[src/rtl/demux8_buf_if.sv]
`default_nettype none
// +------------------------------------------------------------------------+
// | Module   : demux8_buf_if                                               |
// | Purpose  : Bundles the input stream, the eight output channels and the |
// |            accepted-word counter of demux8_buf.                        |
// |            master = producer/consumer side, slave = demux8_buf.        |
// | Signals  : in_valid/in_ready/s/d   input stream (one word per cycle)   |
// |            y0..y7/v/r              per-channel head word, valid, take  |
// |            total                   16-bit count of accepted words      |
// | Revision : 1.0  initial release                                        |
// +------------------------------------------------------------------------+
interface demux8_buf_if #(
  parameter int N = 64
);
  logic         in_valid;
  logic         in_ready;
  logic [2:0]   s;
  logic [N-1:0] d;
  logic [N-1:0] y0;
  logic [N-1:0] y1;
  logic [N-1:0] y2;
  logic [N-1:0] y3;
  logic [N-1:0] y4;
  logic [N-1:0] y5;
  logic [N-1:0] y6;
  logic [N-1:0] y7;
  logic [7:0]   v;
  logic [7:0]   r;
  logic [15:0]  total;

  modport master (
    output in_valid, s, d, r,
    input  in_ready, y0, y1, y2, y3, y4, y5, y6, y7, v, total
  );

  modport slave (
    input  in_valid, s, d, r,
    output in_ready, y0, y1, y2, y3, y4, y5, y6, y7, v, total
  );
endinterface
`default_nettype wire

[src/rtl/demux8_buf.sv]
`default_nettype none
// +------------------------------------------------------------------------+
// | Module   : demux8_buf                                                  |
// | Purpose  : Buffered 1-to-8 demultiplexer. Each accepted input word is  |
// |            routed by s into a 2-entry FIFO of its channel and held     |
// |            there until that channel's consumer takes it.               |
// | Ports    : clk    rising-edge clock                                    |
// |            reset  synchronous active-high reset                        |
// |            bus    demux8_buf_if.slave: in_valid/in_ready/s/d input,    |
// |                   y0..y7/v/r outputs, total accepted-word counter      |
// | Revision : 1.0  initial release                                        |
// +------------------------------------------------------------------------+
module demux8_buf #(
  parameter int N = 64
) (
  input  wire logic     clk,
  input  wire logic     reset,
  demux8_buf_if.slave   bus
);
  localparam int c_NCH = 8;

  // Per-channel storage and bookkeeping.
  logic [N-1:0]  r_e0 [c_NCH];
  logic [N-1:0]  r_e1 [c_NCH];
  logic [c_NCH-1:0] r_wp;
  logic [c_NCH-1:0] r_rp;
  logic [1:0]    r_cnt [c_NCH];

  // Registered outputs.
  logic [N-1:0]  r_y [c_NCH];
  logic [c_NCH-1:0] r_v;
  logic [15:0]   r_total;

  // Next-state values.
  logic [N-1:0]  w_e0_n [c_NCH];
  logic [N-1:0]  w_e1_n [c_NCH];
  logic [c_NCH-1:0] w_wp_n;
  logic [c_NCH-1:0] w_rp_n;
  logic [1:0]    w_cnt_n [c_NCH];
  logic [N-1:0]  w_y_n [c_NCH];
  logic [c_NCH-1:0] w_v_n;

  logic          w_in_ready;
  logic          w_acc;
  logic [c_NCH-1:0] w_enq;
  logic [c_NCH-1:0] w_deq;

  // Ready depends only on the addressed channel's registered occupancy,
  // never on r: a full channel cannot pass a word through in one cycle.
  assign w_in_ready = (r_cnt[bus.s] != 2'd2);
  assign w_acc      = bus.in_valid & w_in_ready;
  // v mirrors cnt != 0, so r[k] against an empty channel is ignored here.
  assign w_deq      = r_v & bus.r;

  always_comb begin
    for (int k = 0; k < c_NCH; k++) begin
      w_enq[k]   = w_acc && (bus.s == 3'(k));
      w_cnt_n[k] = r_cnt[k] + {1'b0, w_enq[k]} - {1'b0, w_deq[k]};
      w_wp_n[k]  = r_wp[k] ^ w_enq[k];
      w_rp_n[k]  = r_rp[k] ^ w_deq[k];
      w_e0_n[k]  = (w_enq[k] && !r_wp[k]) ? bus.d : r_e0[k];
      w_e1_n[k]  = (w_enq[k] &&  r_wp[k]) ? bus.d : r_e1[k];
      w_v_n[k]   = (w_cnt_n[k] != 2'd0);
      // Head of the FIFO after this edge; forced to zero when empty so y
      // never shows a stale word.
      if (w_cnt_n[k] == 2'd0) begin
        w_y_n[k] = '0;
      end else if (w_rp_n[k]) begin
        w_y_n[k] = w_e1_n[k];
      end else begin
        w_y_n[k] = w_e0_n[k];
      end
    end
  end

  always_ff @(posedge clk) begin
    if (reset) begin
      for (int k = 0; k < c_NCH; k++) begin
        r_e0[k]  <= '0;
        r_e1[k]  <= '0;
        r_cnt[k] <= 2'd0;
        r_y[k]   <= '0;
      end
      r_wp    <= '0;
      r_rp    <= '0;
      r_v     <= '0;
      r_total <= 16'd0;
    end else begin
      for (int k = 0; k < c_NCH; k++) begin
        r_e0[k]  <= w_e0_n[k];
        r_e1[k]  <= w_e1_n[k];
        r_cnt[k] <= w_cnt_n[k];
        r_y[k]   <= w_y_n[k];
      end
      r_wp    <= w_wp_n;
      r_rp    <= w_rp_n;
      r_v     <= w_v_n;
      r_total <= r_total + 16'(w_acc);
    end
  end

  assign bus.in_ready = w_in_ready;
  assign bus.v        = r_v;
  assign bus.total    = r_total;
  assign bus.y0       = r_y[0];
  assign bus.y1       = r_y[1];
  assign bus.y2       = r_y[2];
  assign bus.y3       = r_y[3];
  assign bus.y4       = r_y[4];
  assign bus.y5       = r_y[5];
  assign bus.y6       = r_y[6];
  assign bus.y7       = r_y[7];
endmodule
`default_nettype wire

[src/flat_wrapper.sv]
// flat-port wrapper written by rule: the top's interface ports become plain ports
module demux8_buf_flat 
#(
  parameter int N = 64
)
  (clk, reset, bus_in_valid, bus_s, bus_d, bus_r, bus_in_ready, bus_y0, bus_y1, bus_y2, bus_y3, bus_y4, bus_y5, bus_y6, bus_y7, bus_v, bus_total);
  demux8_buf_if #(.N(N)) bus_i ();
  input  wire logic clk;
  input  wire logic reset;
  input wire logic [$bits(bus_i.in_valid)-1:0] bus_in_valid;
  input wire logic [$bits(bus_i.s)-1:0] bus_s;
  input wire logic [$bits(bus_i.d)-1:0] bus_d;
  input wire logic [$bits(bus_i.r)-1:0] bus_r;
  output wire logic [$bits(bus_i.in_ready)-1:0] bus_in_ready;
  output wire logic [$bits(bus_i.y0)-1:0] bus_y0;
  output wire logic [$bits(bus_i.y1)-1:0] bus_y1;
  output wire logic [$bits(bus_i.y2)-1:0] bus_y2;
  output wire logic [$bits(bus_i.y3)-1:0] bus_y3;
  output wire logic [$bits(bus_i.y4)-1:0] bus_y4;
  output wire logic [$bits(bus_i.y5)-1:0] bus_y5;
  output wire logic [$bits(bus_i.y6)-1:0] bus_y6;
  output wire logic [$bits(bus_i.y7)-1:0] bus_y7;
  output wire logic [$bits(bus_i.v)-1:0] bus_v;
  output wire logic [$bits(bus_i.total)-1:0] bus_total;
  assign bus_i.in_valid = bus_in_valid;
  assign bus_i.s = bus_s;
  assign bus_i.d = bus_d;
  assign bus_i.r = bus_r;
  assign bus_in_ready = bus_i.in_ready;
  assign bus_y0 = bus_i.y0;
  assign bus_y1 = bus_i.y1;
  assign bus_y2 = bus_i.y2;
  assign bus_y3 = bus_i.y3;
  assign bus_y4 = bus_i.y4;
  assign bus_y5 = bus_i.y5;
  assign bus_y6 = bus_i.y6;
  assign bus_y7 = bus_i.y7;
  assign bus_v = bus_i.v;
  assign bus_total = bus_i.total;
  demux8_buf #(.N(N)) u_core (.clk(clk), .reset(reset), .bus(bus_i));
endmodule
[config.mk]
export PLATFORM = sky130hd
export DESIGN_NAME = demux8_buf_flat
export DESIGN_NICKNAME = d
export VERILOG_FILES = /design/src/rtl/demux8_buf_if.sv /design/src/rtl/demux8_buf.sv /design/src/flat_wrapper.sv
export SDC_FILE = /design/constraint.sdc
export NUM_CORES = 2
export LEC_CHECK = 0
export BUFFER_PORTS_ARGS = -buffer_cell sky130_fd_sc_hd__buf_2
export CAP_MARGIN = 20
export CORE_MARGIN = 4
export CORE_UTILIZATION = 45
export CTS_CLUSTER_DIAMETER = 200
export CTS_CLUSTER_SIZE = 28
export DETAILED_ROUTE_END_ITERATION = 16
export HOLD_SLACK_MARGIN = 0.03
export SYNTH_ARGS = -nofsm -noshare
export SYNTH_HDL_FRONTEND = slang
export SYNTH_SLANG_ARGS = --single-unit
[constraint.sdc]
create_clock -name clk -period 4.2 [get_ports clk]
set_input_delay 0.84 -clock clk [delete_from_list [all_inputs] [get_ports clk]]
set_output_delay 0.84 -clock clk [all_outputs]
set_load 0.01 [all_outputs]
# After elaboration in Yosys (flattened, before gate mapping)
# Memory sizes are Yosys's and may differ from the RTL's.
# Index checks and enable logic that the tools add are counted.
# word_totals
inputBits	78
latchBits	0
romBits	0
ramBits	1552
memories	4
register_bits	40
out_inout_bits	537
# mem_list
memory	words	width	read_ports	rd_ports_with_merged_regs	write_ports	line_no	source
u_core.r_e0	8	64	8	0	8	demux8_buf.sv:23	logic [N-1:0] r_e0 [c_NCH];
u_core.r_e1	8	64	8	0	8	demux8_buf.sv:24	logic [N-1:0] r_e1 [c_NCH];
u_core.r_y	8	64	8	0	8	demux8_buf.sv:30	logic [N-1:0] r_y [c_NCH];
u_core.r_cnt	8	2	9	0	8	demux8_buf.sv:27	logic [1:0] r_cnt [c_NCH];
# classes
div_mod_pow	0
addsub	17
shift	0
order_cmp	0
eq_ne	8
mux	67
bitwise_logic	50
mul	0
n_reduce_logical	49
# op_table
cell	count
64-bit two-way mux	56
1-bit bitwise OR	32
1-bit logical AND	24
16-bit by 1-bit adder with 16-bit output	1
2-bit by 1-bit adder with 2-bit output	8
2-bit zero test	8
2-bit two-way mux	8
2-bit nonzero test	8
2-bit by 1-bit subtractor with 2-bit output	8
1-bit XOR	16
3-bit equality test (second input constant)	4
8-bit AND	1
1-bit zero test	8
3-bit by 2-bit equality test with 1-bit output (second input constant)	2
3-bit by 1-bit equality test with 1-bit output (second input constant)	1
3-bit zero test	1
1-bit two-way mux	3
2-bit != test (second input constant)	1
1-bit AND	1

# Depth between registers and ports, before layout
# An unclocked memory read counts as a cell.
# depth
ltp_word	9
mapped_depth	15

# Least setup slack after synthesis
# OpenSTA, ideal clock, no wires.
# synth_timing
path_type	input -> register
startpoint	input port bus_s[0]
endpoint	memory u_core.r_y[2][14] (netlist: u_core.r_y[0][142])
required_ns	4.068
arrival_ns	3.523
slack_ns	0.545
path_stages	15
cell_sequence	clkbuf_1 nand2b_1 o22a_4 o22a_1 and2_1 nand2_1 nor3_1 ha_1 xor2_1 xnor2_1 nor2_1 nor2_1 clkbuf_1 clkbuf_1 nor3_1
# synth_lines
item	line_no	source
from (decl)	flat_wrapper.sv:11	input wire logic [$bits(bus_i.s)-1:0] bus_s;
to (decl)	demux8_buf.sv:30	

==> results.py <==
metrics = {
    "grt": {
        "grt_pass1_vias": 41870,
        "grt_pass1_wl_um": 280700,
        "grt_start_max_net_pins": 171,
        "grt_usage": 0.2704,
        "antenna_found_initial": 12,
        "globalRouteOverflowTotal": 0,
    },
    "setup_path": {
        "worst_r2r_endpoint": "u_core.r_y[1][143]$_SDFF_PP0_",
        "cp-endpoint": "u_core.r_y[1][143]$_SDFF_PP0_",
        "crit_path_start": "bus_s[1]",
        "worst_setup_path_end_kind": "flop",
        "crit_type": "in -> reg",
        "crit_required_ns": 4.79,
        "r2r_start": "u_core.r_cnt[3][0]$_SDFF_PP0_",
        "reg2reg_depth": 10,
        "worstPathArrival_ns": 4.05,
        "ff2ff_setup_slack_ns": 0.86,
        "start_kind": "input port",
        "critPathMaxFanout": 64,
    },
    "synth": {
        "synth_nets": 6111,
        "synth_top_cell_area_share": 0.5500,
        "async_reset_ff_frac": 0,
        "yosysTopAreaCell": "dfxtp_1",
        "synth.distinct_cells": 42,
        "synth-edff-count": 0,
        "ys_seq_elements": 1592,
        "synth_area_leaders": "dfxtp_1 55%, mux2i_1 17%, nor2_1 9.4%",
        "synthCells": 6002,
        "yosysWarningCount": 0,
        "yosys_most_used_dff": "dfxtp_1",
        "synth-seq-area-share": 0.5500,
        "syn_area_per_cell_um2": 9.655,
        "syn_area_mm2": 0.05795,
    },
    "clock_tree": {
        "htreeDepth": 3,
        "root_buffer": "clkbuf_16",
        "clkTransAtPathRegs_ns": 0.11,
        "cts_buffers": 66,
        "hold_buffers": 0,
        "tritoncts": "built",
        "clock-sinks": 1592,
        "cts_resized": 0,
        "cts_setup_buffers": 0,
        "clockBufferDepth": 3,
        "clk_latency_ns": 0.68,
    },
    "routing": {
        "drc": 0,
        "post_drt_wl_per_cell_um": 24.10,
        "dr.first_iter.drc_count": 4279,
        "drt.antenna.violating_nets": 0,
        "firstDrtPassIters": 6,
        "vias_per_cell": 5.620,
        "vias": 44410,
        "wirelength_um": 190500,
    },
    "floorplanning": {
        "rows": 131,
        "die_h_um": 366.9,
        "start_util": 0.4538,
        "io_pins": 615,
        "core_area_mm2": 0.1277,
        "die-area_mm2": 0.1346,
        "dieWidth_um": 366.9,
    },
    "finish": {
        "layout_common_cells": "1592 x dfxtp_1, 1447 x nor2_1, 965 x mux2i_1",
        "multi_input_area_mm2": 0.02400,
        "final_common_cell": "dfxtp_1",
        "register_area_mm2": 0.03187,
        "nNetsFinal": 6339,
        "layout-drive-gt1-share": 0.1496,
        "final.fill_count": 11740,
        "syn2layout_area_growth_pct": 11.51,
    },
    "sta": {
        "fmax_mhz": 288.7,
        "rsz0062_at_grt": "no",
        "max_slew_margin": 0.2168,
        "fin_crit_sh": 0.8247,
        "whs_ns": 0.4725,
        "finalSetupViolations": 0,
        "fin_tns_setup_ns": 0,
        "fin_crit_ns": 3.464,
        "worst_pin_slew_ns": 1.175,
        "clock_skew_ns": 0.03458,
        "finalHoldViolCount": 0,
        "finalMaxSlewViolations": 0,
    },
    "run_status": {
        "status": "finished clean",
    },
    "placed_design": {
        "place_congestion": 0.8118,
        "dp_hpwl_um": 121400,
        "io_buffers": 614,
    },
    "power": {
        "pwr_density_cell_mw_per_mm2": 541.7,
        "p_leak_nw": 24.54,
        "peakVddDrop_mv": 0.3974,
    },
    "worst_hold_path": {
        "hold_path_class": "reg -> reg",
    },
    "job": {
        "cap_viol_max_count": 0,
    },
}
## flip-flops by register name, summed over array words and instances (netlist names)
register and cells:
u_core.bus.total 16, u_core.bus.v 8, u_core.r_cnt 16, u_core.r_e0 512
u_core.r_e1 512, u_core.r_rp 8, u_core.r_wp 8, u_core.r_y 512
## per-layer routing
metal / vias to the layer above / track usage / wire length, µm
met1: 21920 / 0.3751 / 85830
met2: 1480 / 0.4460 / 89490
li1: 20810 / - / -
met4: 4 / 0.07460 / 4908
met3: 197 / 0.03284 / 10210
met5: - / 0 / 21
## cells in the mapped netlist, types with 7 or more instances
cell and n:
nand2_1 135, dfxtp_1 1592, nor2b_1 10, ha_1 31, nor2_1 1455, and2_1 10
buf_1 90, inv_1 31, clkbuf_1 464, mux2i_1 972, or2_2 8, nand3_1 8
nor3_1 450, buf_6 7, buf_2 14, xor2_1 15, a221oi_2 60, buf_12 7
a21oi_1 133, nand2b_1 10, o22ai_1 448, xnor2_1 19
## kinds of logic after synthesis
kind of cell             synth area share
AO/OA/AOI/OAI                     0.07797
XOR/XNOR                         0.005139
AND/OR/NAND/NOR                    0.1481
multiplexers                       0.1689
adder cells (fa/ha/maj)          0.006693
buffers and inverters             0.04314
flip-flops                         0.5500
## how the worst min path moves through the flow
stage,depth (start not counted),end,slack (ns),from
after floorplan,2,u_core.r_e0[0][0]$_SDFF_PP0_,0.44,u_core.r_e0[0][0]$_SDFF_PP0_
after global placement,2,u_core.r_e0[0][1]$_SDFF_PP0_,0.45,u_core.r_e0[0][1]$_SDFF_PP0_
after detailed placement,2,u_core.r_e0[0][2]$_SDFF_PP0_,0.46,u_core.r_e0[0][2]$_SDFF_PP0_
after CTS,2,u_core.r_e0[0][2]$_SDFF_PP0_,0.47,u_core.r_e0[0][2]$_SDFF_PP0_
after global routing,2,u_core.r_e0[0][3]$_SDFF_PP0_,0.49,u_core.r_e0[0][3]$_SDFF_PP0_
final,2,u_core.r_e0[0][2]$_SDFF_PP0_,0.47,u_core.r_e0[0][2]$_SDFF_PP0_
## per-stage QoR
| step | total power, mW | utilization | setup WS [ns] | std cells | cell area (µm²) |
|---|---|---|---|---|---|
| CTS | 35.20 | 0.5060 | 0.8384 | 7898 | 64610 |
| detailed placement | 27.54 | 0.4921 | 0.1043 | 7824 | 62840 |
| floorplan | 22.62 | - | 0.5455 | 6002 | 57950 |
| global placement | 27.50 | 0.4921 | 0.1278 | 7824 | 62840 |
| finish | 35.00 | 0.5061 | 0.7363 | 7902 | 64620 |
| global route | 36.39 | 0.5061 | 0.5457 | 7901 | 64620 |
## final cells by class
| cell class | count | area share |
|---|---|---|
| repair buffers | 744 | 0.07385 |
| multi-input cells | 3795 | 0.3714 |
| inverters | 31 | 0.001801 |
| clock inverters | 7 | 0.001510 |
| diodes | 4 | 0.0001549 |
| flip-flops and latches | 1592 | 0.4932 |
| well taps | 1662 | 0.03218 |
| clock buffers | 67 | 0.02595 |
## report_power, final
group	switching, mW	internal (mW)
Combinational	6.94	3.26
Clock	4.74	2.99
Sequential	0.825	16.2
Total	12.5	22.5
## worst max-delay path, cell delays in order
cell,delay (ns)
buf_2,0.27
mux2_1,0.20
a2bb2oi_2,0.21
o22a_1,0.26
and2_1,0.19
nand2_1,0.13
nor2_1,0.39
ha_4,0.23
or2_4,0.89
o22ai_1,0.18
nor3_1,0.20
No activity file was read; power rests on OpenSTA's default activity.
